<file path="src/rtl/lii_tx_packer.sv">
// Packs DW-bit kernel words into PW-bit LII phy beats tagged with static src/dst IDs; drives kernel ce.
// Latency: completing word accepted at edge N -> beat valid after edge N; 1 word/clk sustained.
// Backpressure: s_tready/ce drop only when the beat-completing word meets a held, non-draining beat.
// Optional feature macro LII_TX_FLUSH_EN: s_tlast closes a beat early (upper lanes zero) and sets lii_out_p0_tlast.
module lii_tx_packer #(
  parameter int          DW     = 32,
  parameter int          PW     = 128,
  parameter logic [7:0]  SRC_ID = 8'h00,
  parameter logic [7:0]  DST_ID = 8'h01
) (
  input  logic          aclk,
  input  logic          arst,
  input  logic [DW-1:0] s_tdata,
  input  logic          s_tvalid,
  output logic          s_tready,
`ifdef LII_TX_FLUSH_EN
  input  logic          s_tlast,
  output logic          lii_out_p0_tlast,
`endif
  output logic [PW-1:0] lii_out_p0_tdata,
  output logic          lii_out_p0_tvalid,
  input  logic          lii_out_p0_tready,
  output logic [7:0]    lii_out_p0_src,
  output logic [7:0]    lii_out_p0_dst,
  output logic          ce
);

  localparam int RATIO = PW / DW;
  localparam int CW    = (RATIO > 1) ? $clog2(RATIO) : 1;
  localparam logic [CW-1:0] LAST_LANE = CW'(RATIO - 1);

  generate
    if ((PW % DW) != 0) begin : g_bad_width
      $error("lii_tx_packer: PW must be an integer multiple of DW");
    end
  endgenerate

  // Accumulator is kept PW wide so the completing word can be OR-ed straight in;
  // the top lane is never written on a non-completing accept and so stays zero.
  logic [PW-1:0] acc_q, acc_d;
  logic [CW-1:0] cnt_q, cnt_d;
  logic [PW-1:0] out_q, out_d;
  logic          vld_q, vld_d;
  logic          tlast_q, tlast_d;

  logic          in_last;
  logic          at_last_lane;
  logic          accept;
  logic          drain;
  logic          complete;
  logic [PW-1:0] lane_ins;

`ifdef LII_TX_FLUSH_EN
  assign in_last = s_tlast;
`else
  assign in_last = 1'b0;
`endif

  assign at_last_lane = (cnt_q == LAST_LANE);
  assign drain        = vld_q & lii_out_p0_tready;
  // Stall only when this word would close a beat while the previous one is still held.
  assign s_tready     = ~arst & ~(vld_q & ~lii_out_p0_tready & (at_last_lane | in_last));
  assign accept       = s_tvalid & s_tready;
  assign complete     = accept & (at_last_lane | in_last);

  // Place the incoming word on the lane selected by the lane counter; other lanes zero.
  always_comb begin
    lane_ins = '0;
    for (int i = 0; i < RATIO; i++) begin
      if (cnt_q == CW'(i)) begin
        lane_ins[i*DW +: DW] = s_tdata;
      end
    end
  end

  // Next-state: accumulate lanes, load the output register on completion, clear on drain.
  always_comb begin
    acc_d   = acc_q;
    cnt_d   = cnt_q;
    out_d   = out_q;
    vld_d   = vld_q;
    tlast_d = tlast_q;
    if (drain) begin
      vld_d = 1'b0;
    end
    if (accept) begin
      if (complete) begin
        out_d   = acc_q | lane_ins;
        vld_d   = 1'b1;
        tlast_d = in_last;
        cnt_d   = '0;
        acc_d   = '0;
      end else begin
        acc_d = acc_q | lane_ins;
        cnt_d = cnt_q + 1'b1;
      end
    end
  end

  // State registers with synchronous reset; reset drops any partial or held beat.
  always_ff @(posedge aclk) begin
    if (arst) begin
      acc_q   <= '0;
      cnt_q   <= '0;
      out_q   <= '0;
      vld_q   <= 1'b0;
      tlast_q <= 1'b0;
    end else begin
      acc_q   <= acc_d;
      cnt_q   <= cnt_d;
      out_q   <= out_d;
      vld_q   <= vld_d;
      tlast_q <= tlast_d;
    end
  end

  assign lii_out_p0_tdata  = out_q;
  assign lii_out_p0_tvalid = vld_q;
  assign lii_out_p0_src    = SRC_ID;
  assign lii_out_p0_dst    = DST_ID;
  assign ce                = s_tready;
`ifdef LII_TX_FLUSH_EN
  assign lii_out_p0_tlast  = tlast_q;
`endif

endmodule

</file>
<file path="config.mk">
export PLATFORM = sky130hd
export DESIGN_NAME = lii_tx_packer
export DESIGN_NICKNAME = d
export VERILOG_FILES = /design/src/rtl/lii_tx_packer.sv
export SDC_FILE = /design/constraint.sdc
export NUM_CORES = 1
export LEC_CHECK = 0
export CAP_MARGIN = 20
export CORE_MARGIN = 5
export CORE_UTILIZATION = 43
export CTS_BUF_LIST = sky130_fd_sc_hd__clkbuf_2
export DETAILED_ROUTE_END_ITERATION = 16
export PLACE_DENSITY = 0.67
export SETUP_SLACK_MARGIN = 0.1
export SLEW_MARGIN = 15
export SYNTH_ARGS = -nofsm -noshare
export SYNTH_HDL_FRONTEND = slang
export SYNTH_SLANG_ARGS = --single-unit
</file>
<file path="constraint.sdc">
create_clock -name aclk -period 4.2 [get_ports aclk]
set_input_delay 0.84 -clock aclk [delete_from_list [all_inputs] [get_ports aclk]]
set_output_delay 0.84 -clock aclk [all_outputs]
set_load 0.01 [all_outputs]
</file>
# Word level (Yosys, flattened, before mapping)
# Cells that the tools add are included.
# classes
n_addsub,1
multipliers,0
div_mod_pow,0
n_lt_le_gt_ge,0
eq_ne,3
n_shift,0
muxes,9
bitwise,10
reduce_logical,2
# ops
cell,count
$mux W128,1
$mux W32,4
$or A128 B128 Y128,1
$and A1 B1 Y1,6
$eq A2 B2 Y1 const B,2
$mux W1,3
$not A1 Y1,3
$add A2 B1 Y2 const B,1
$eq A2 B1 Y1 const B,1
$logic_not A2 Y1,1
$mux W2,1
$reduce_and A2 Y1,1
# word_totals
register_bits,259
latch_bits,0
ramBits,0
romBits,0
inputBits,36
output_inout_bits,147
word_cells,29
memories,0

# Depth between registers and ports, before layout
# depth
depth_word,9
depth_mapped,8

# Worst setup path before layout
# Ideal clock, no wire load.
# synth_timing
kind,input port to output port
start,input port lii_out_p0_tready
end,output port s_tready
arrival_time_ps,1789
required_ps,3360
slack_ps,1571
cell_stages,6
path_buffers,4
path_cell_list,nand3b_1 -> buf_4 -> buf_2 -> buf_2 -> and2_1 -> buf_4
# synth_via
elab_chain_cells,5
# synth_rtl
item,line_no,text
from (decl),22,"input logic lii_out_p0_tready,"
$not A1 Y1,62,assign s_tready = ~arst & ~(vld_q & ~lii_out_p0_tready & (at_last_lane | in_last));
$and A1 B1 Y1 (2 in series),62,
$not A1 Y1,62,
$and A1 B1 Y1,62,
to (decl),15,"output logic s_tready,"
# No other way between the ends.

# Worst setup path after layout
# layout_timing
start,register cnt_q[0]
end,output port s_tready
# layout_via
elab_chain_cells,4
# layout_rtl
item,line_no,text
from (decl),41,"logic [CW-1:0] cnt_q, cnt_d;"
from (signal assigned),110,cnt_q <= cnt_d;
$eq A2 B2 Y1,59,assign at_last_lane = (cnt_q == LAST_LANE);
$and A1 B1 Y1,62,
$not A1 Y1,62,
$and A1 B1 Y1,62,
# No other way between the ends.

==> results.json <==
{
  "die_x_um": 161.9,
  "path_class": "flop to output pin",
  "dieArea_um2": 26210,
  "grt_max_degree": 227,
  "rsz0062_at_grt": "no",
  "post_drt_wl_per_cell_um": 19.67,
  "synthCells": 1038,
  "cts-resized-gates": 0,
  "most-common-layout-cells": "259 x dfxtp_1, 165 x clkdlybuf4s50_1, 129 x nor2_1",
  "grt_util_all_layers": 0.2138,
  "ant_nets": 0,
  "die_h_um": 161.9,
  "finClkSkew_ps": 37.60,
  "grt_pass1_wl_mm": 45.89,
  "setup_viol": 0,
  "cts.sinks": 259,
  "endpoint_kind": "output pin",
  "fin_nets": 1192,
  "cts-root-buf": "clkbuf_2",
  "boundaryPins": 183,
  "clk_pin_slew_ps": 90,
  "antenna_found_initial": 1,
  "post-cts-setup-buffer-count": 0,
  "ys_ff_latch": 259,
  "maxSlewHeadroom": 0.2105,
  "insertion_delay_ps": 800,
  "hold_violations": 0,
  "fmax_mhz": 276.9,
  "r2r_slack_ps": 1670,
  "dp_hpwl_mm": 16.59,
  "rr_startpoint": "cnt_q[0]",
  "portBuffers": 166,
  "status": "complete, no violations",
  "pre_cts_ws_ps": 860.5,
  "initial_utilization": 0.4369,
  "numCtsBuffers": 68,
  "drive_gt1_frac": 0.1046,
  "required_ps": 3360,
  "cp-startpoint": "cnt_q[0]",
  "hold_depth": 1,
  "final_common_cell": "dfxtp_1",
  "yosysTopAreaCellShare": 0.5226,
  "startpoint_type": "flop",
  "drtPass1Iterations": 5,
  "grt_overflow": 0,
  "critical_path_arrival_ps": 2770,
  "cp-endpoint": "s_tready",
  "layout_setup_ws_ps": 588.1,
  "core_um2": 22710,
  "cellPowerDensity_nw_per_um2": 390.3,
  "grt_pass1_vias": 8325,
  "first_iter_violations": 680,
  "final_max_slew_viol_count": 0,
  "r2r_cells": 5,
  "syn-cell-area_um2": 9921,
  "cts_tree": "done",
  "path_max_fanout": 49,
  "tightest_slew_ps": 1184,
  "period_share": 0.8600,
  "synth_warnings": 0,
  "vias": 8780,
  "drv_cap": 0,
  "min_path_type": "flop to flop",
  "syn_to_final_growth_pct": 20.63,
  "tns_ps": 0,
  "synth_top_cell_by_area": "dfxtp_1",
  "synth.distinct_cells": 24,
  "drc": 0,
  "irDropWorstVdd_mv": 0.1850,
  "synth.area.top_cells": "dfxtp_1 52%, a211oi_1 9.7%, a41oi_1 8.5%",
  "min_period_ps": 3612,
  "drt-vias-per-instance": 5.928,
  "ys_seq_area_frac": 0.5226,
  "synth.avg_cell_area_um2": 9.558,
  "gp_congestion": 0.7468,
  "htreeDepth": 3,
  "clockBufferDepth": 3,
  "p_leak_nw": 3.985,
  "rows": 55,
  "r2r_end": "cnt_q[0]",
  "cts_hold_buf": 0,
  "drt-total-wl_mm": 29.13
}
==> critical path: stages (launching register included) <==
cell and delay, ps:
dfxtp_1 460, ha_4 570, nand3b_1 220, and2_1 240, clkdlybuf4s50_1 490
==> stage by stage <==
stage                     hold WS (ps)    util  cell area, um^2  instances  power, mW
after detailed placement         444.4  0.4999            11350       1367      2.986
after global routing             487.7  0.5270            11970       1481      4.897
after global placement           442.2  0.4999            11350       1367      2.983
after CTS                        469.1  0.5264            11960       1480      4.722
after floorplan                  430.5       -             9973       1052      2.847
final                            463.0  0.5270            11970       1481      4.671
==> worst min path at each step <==
stage          slack (ps)  startpoint         end
5_1_grt               490  acc_q[109]  acc_q[109]
6_report              460  acc_q[108]  acc_q[108]
3_5_place_dp          440  acc_q[110]  acc_q[110]
4_1_cts               470  acc_q[109]  acc_q[109]
2_1_floorplan         430  acc_q[100]  acc_q[100]
3_3_place_gp          440  acc_q[124]  acc_q[124]
==> cell families (layout without fill, tap and decap cells) <==
kind of cell,after synthesis,in the layout,share of synthesized area
AOI/OAI and AO/OA,452,452,0.3138
adders and majority gates,4,4,0.005045
buffers and inverters,150,293,0.08160
DFF,259,259,0.5226
muxes,1,1,0.001009
other,2,17,0.0007570
and+or+nand+nor,170,170,0.07517
==> routing by layer <==
layer	track usage	up-vias	share of wire
li1	-	4185	-
met1	0.3239	4178	0.48
met2	0.2863	370	0.42
met3	0.06420	47	0.081
met4	0.07228	0	0.020
met5	0	-	0
==> state kept, by name (all words and copies together), names as in the netlist <==
| name | count |
|---|---|
| cnt_q | 2 |
| acc_q | 128 |
| lii_out_p0_tvalid | 1 |
| lii_out_p0_tdata | 128 |
==> Yosys cell counts (all sizes together) <==
cell type	number
and2	33
dfxtp	259
nand2b	1
a21oi	97
and3	1
mux2i	1
nand3	1
a32o	1
clkbuf	60
a41oi	96
ha	4
a211oi	128
nand2	3
nand3b	1
nor2	129
buf	87
a31oi	129
a31o	1
conb	2
inv	3
nor2b	1
==> where the power goes <==
part           internal [mW]  total (mW)  switching [mW]
combinational          0.139       0.415           0.276
clock                  0.739        1.74           0.996
sequential              2.50        2.52          0.0240
==> area by class of cell <==
type,count,area (um^2)
diodes,1,2.502
clock buffers,98,490.5
clock inverters,15,111.4
fillers,2094,10740
inverters,3,11.26
multi-input cells,643,4031
flip-flops and latches,259,5185
well taps,285,356.6
repair buffers,177,1779
(Power assumes the default switching activity.)
==> RTL edit (same flow settings) <==
Change the parameter `PW` from 128 to 256.
--- a/src/rtl/lii_tx_packer.sv
+++ b/src/rtl/lii_tx_packer.sv
@@ -4,7 +4,7 @@
 // Optional feature macro LII_TX_FLUSH_EN: s_tlast closes a beat early (upper lanes zero) and sets lii_out_p0_tlast.
 module lii_tx_packer #(
   parameter int          DW     = 32,
-  parameter int          PW     = 128,
+  parameter int          PW     = 256,
   parameter logic [7:0]  SRC_ID = 8'h00,
   parameter logic [7:0]  DST_ID = 8'h01
 ) (
Interface: changed (resized lii_out_p0_tdata); port bits go from 183 to 311. No check against the original RTL was run, so the function may have changed too.
==> RTL edit against the unedited design <==
  * Non-clock buffer count up 156
  * Area after synthesis is 98% higher
  * Sequential cell count grew 257
  * Clock skew rose by 0.029 ns
  * Cell area is 97% higher
  * Worst setup slack worse by 0.20 ns
  * Critical path depth grew 1
  * Power increased by 93%
  * Synthesized cell count rose by 100%
  * Routed wire length increased by 130%
  * Critical path type unchanged
==> RTL edit: results (changes against the unedited design) <==
* CP max FO at 10 (-80%)
* Worst skew pair latency at 1.25 ns (+0.45 ns)
* Worst path max stage delay at 0.52 ns (-0.05 ns)
* Worst Skew at 0.0668 ns (+0.0292 ns)
* Post-synthesis sequential area ratio at 52.5% (+0.28 points)
* Critical-path top delay cell: clkdlybuf4s50_1
* Port bufs at 294 (+77%)
* Number of global-route vias before repair at 16.5k (+99%)
* Setup crit end: ce
* Max VDD drop at 0.222 mV (+20%)
* Area contributors post-synth: dfxtp_1, a21oi_1, a41oi_1, a211oi_1, nor2_1
* Register-to-Register Path Depth at 8 (+3)
* Reg-to-reg slack, setup at 1.37 ns (-0.30 ns)
* Logic power comb at 576 µW (+39%)
* 1st-iter DRT viols at 1727 (+150%)
* Cts bufs inserted at 137 (+100%)
* Hold Crit Start: s_tvalid
* Status: complete, no violations
* Top delay family on crit path: buffers and inverters
* Final nets at 2327 (+95%)
* Total Wirelength at 65.8 mm (+130%)
* Tot GR Track Use at 25.2% (+3.8 points)
* Hold EP: cnt_q[2]
* Post-DP HPWL at 37.7 mm (+130%)
* Worst r2r dst: lii_out_p0_tdata[168]
* Seq pwr at 4.95 mW (+96%)
* Lkg Pwr at 7.72 nW (+94%)
* Syn Inst Count at 2098 (+100%)
* GP Congestion at 0.779 (+4.3%)
==> RTL edit: cell types whose count changed after synthesis, sizes merged, moves of 114 or more <==
cell	delta
a211oi	+129
clkbuf	+114
a41oi	+128
nor2	+127
dfxtp	+257
a21oi	+323
==> RTL edit: logic make-up after synthesis <==
family	Yosys count	synth area share (%)
AO/OA/AOI/OAI	969	32.7
flip-flops	516	52.5
buffers and inverters	303	7.98
AND/OR/NAND/NOR	302	6.37
adder cells (fa/ha/maj)	6	0.382
other	2	0.0382
==> RTL edit: timing repair <==
item | in CTS | in global routing
gates resized for setup | 2 | 1
endpoints found under the hold margin | 38 | 0
gates cloned | 0 | 0
hold buffers | 1 | 0
buffers inserted | 0 | 5
endpoints found under the setup margin | 2 | 2
==> RTL edit: metal layers <==
metal  part of all wire [%]  wire (µm)  track usage, %
met5                      0          0               0
met4                    2.7       1750            9.23
met3                    7.3       4770            6.41
met2                     45      29900            38.1
met1                     45      29300            35.0
==> RTL edit: per-stage QoR <==
stage / area [µm²] / setup WS [ns] / utilization, % / power, mW / hold slack, ns
after detailed placement: 22200 / 1.02 / 49.1 / 5.62 / 0.445
after global routing: 23600 / 0.139 / 52.0 / 9.42 / 0.256
after CTS: 23500 / 0.130 / 51.8 / 9.09 / 0.235
after global placement: 22200 / 1.02 / 49.1 / 5.61 / 0.448
after floorplan: 19700 / 1.47 / - / 5.43 / 0.431
final: 23600 / 0.392 / 52.0 / 9.02 / 0.441
==> RTL edit: final cells by class <==
type / instances / area (µm²)
Clock buffer: 202 / 1010
Clock inverter: 28 / 186
Tap cell: 600 / 751
Multi-Input combinational cell: 1293 / 7900
Inverter: 4 / 15.0
Fill cell: 4234 / 21700
Sequential cell: 516 / 10300
Timing Repair Buffer: 333 / 3370
Antenna cell: 2 / 5.00
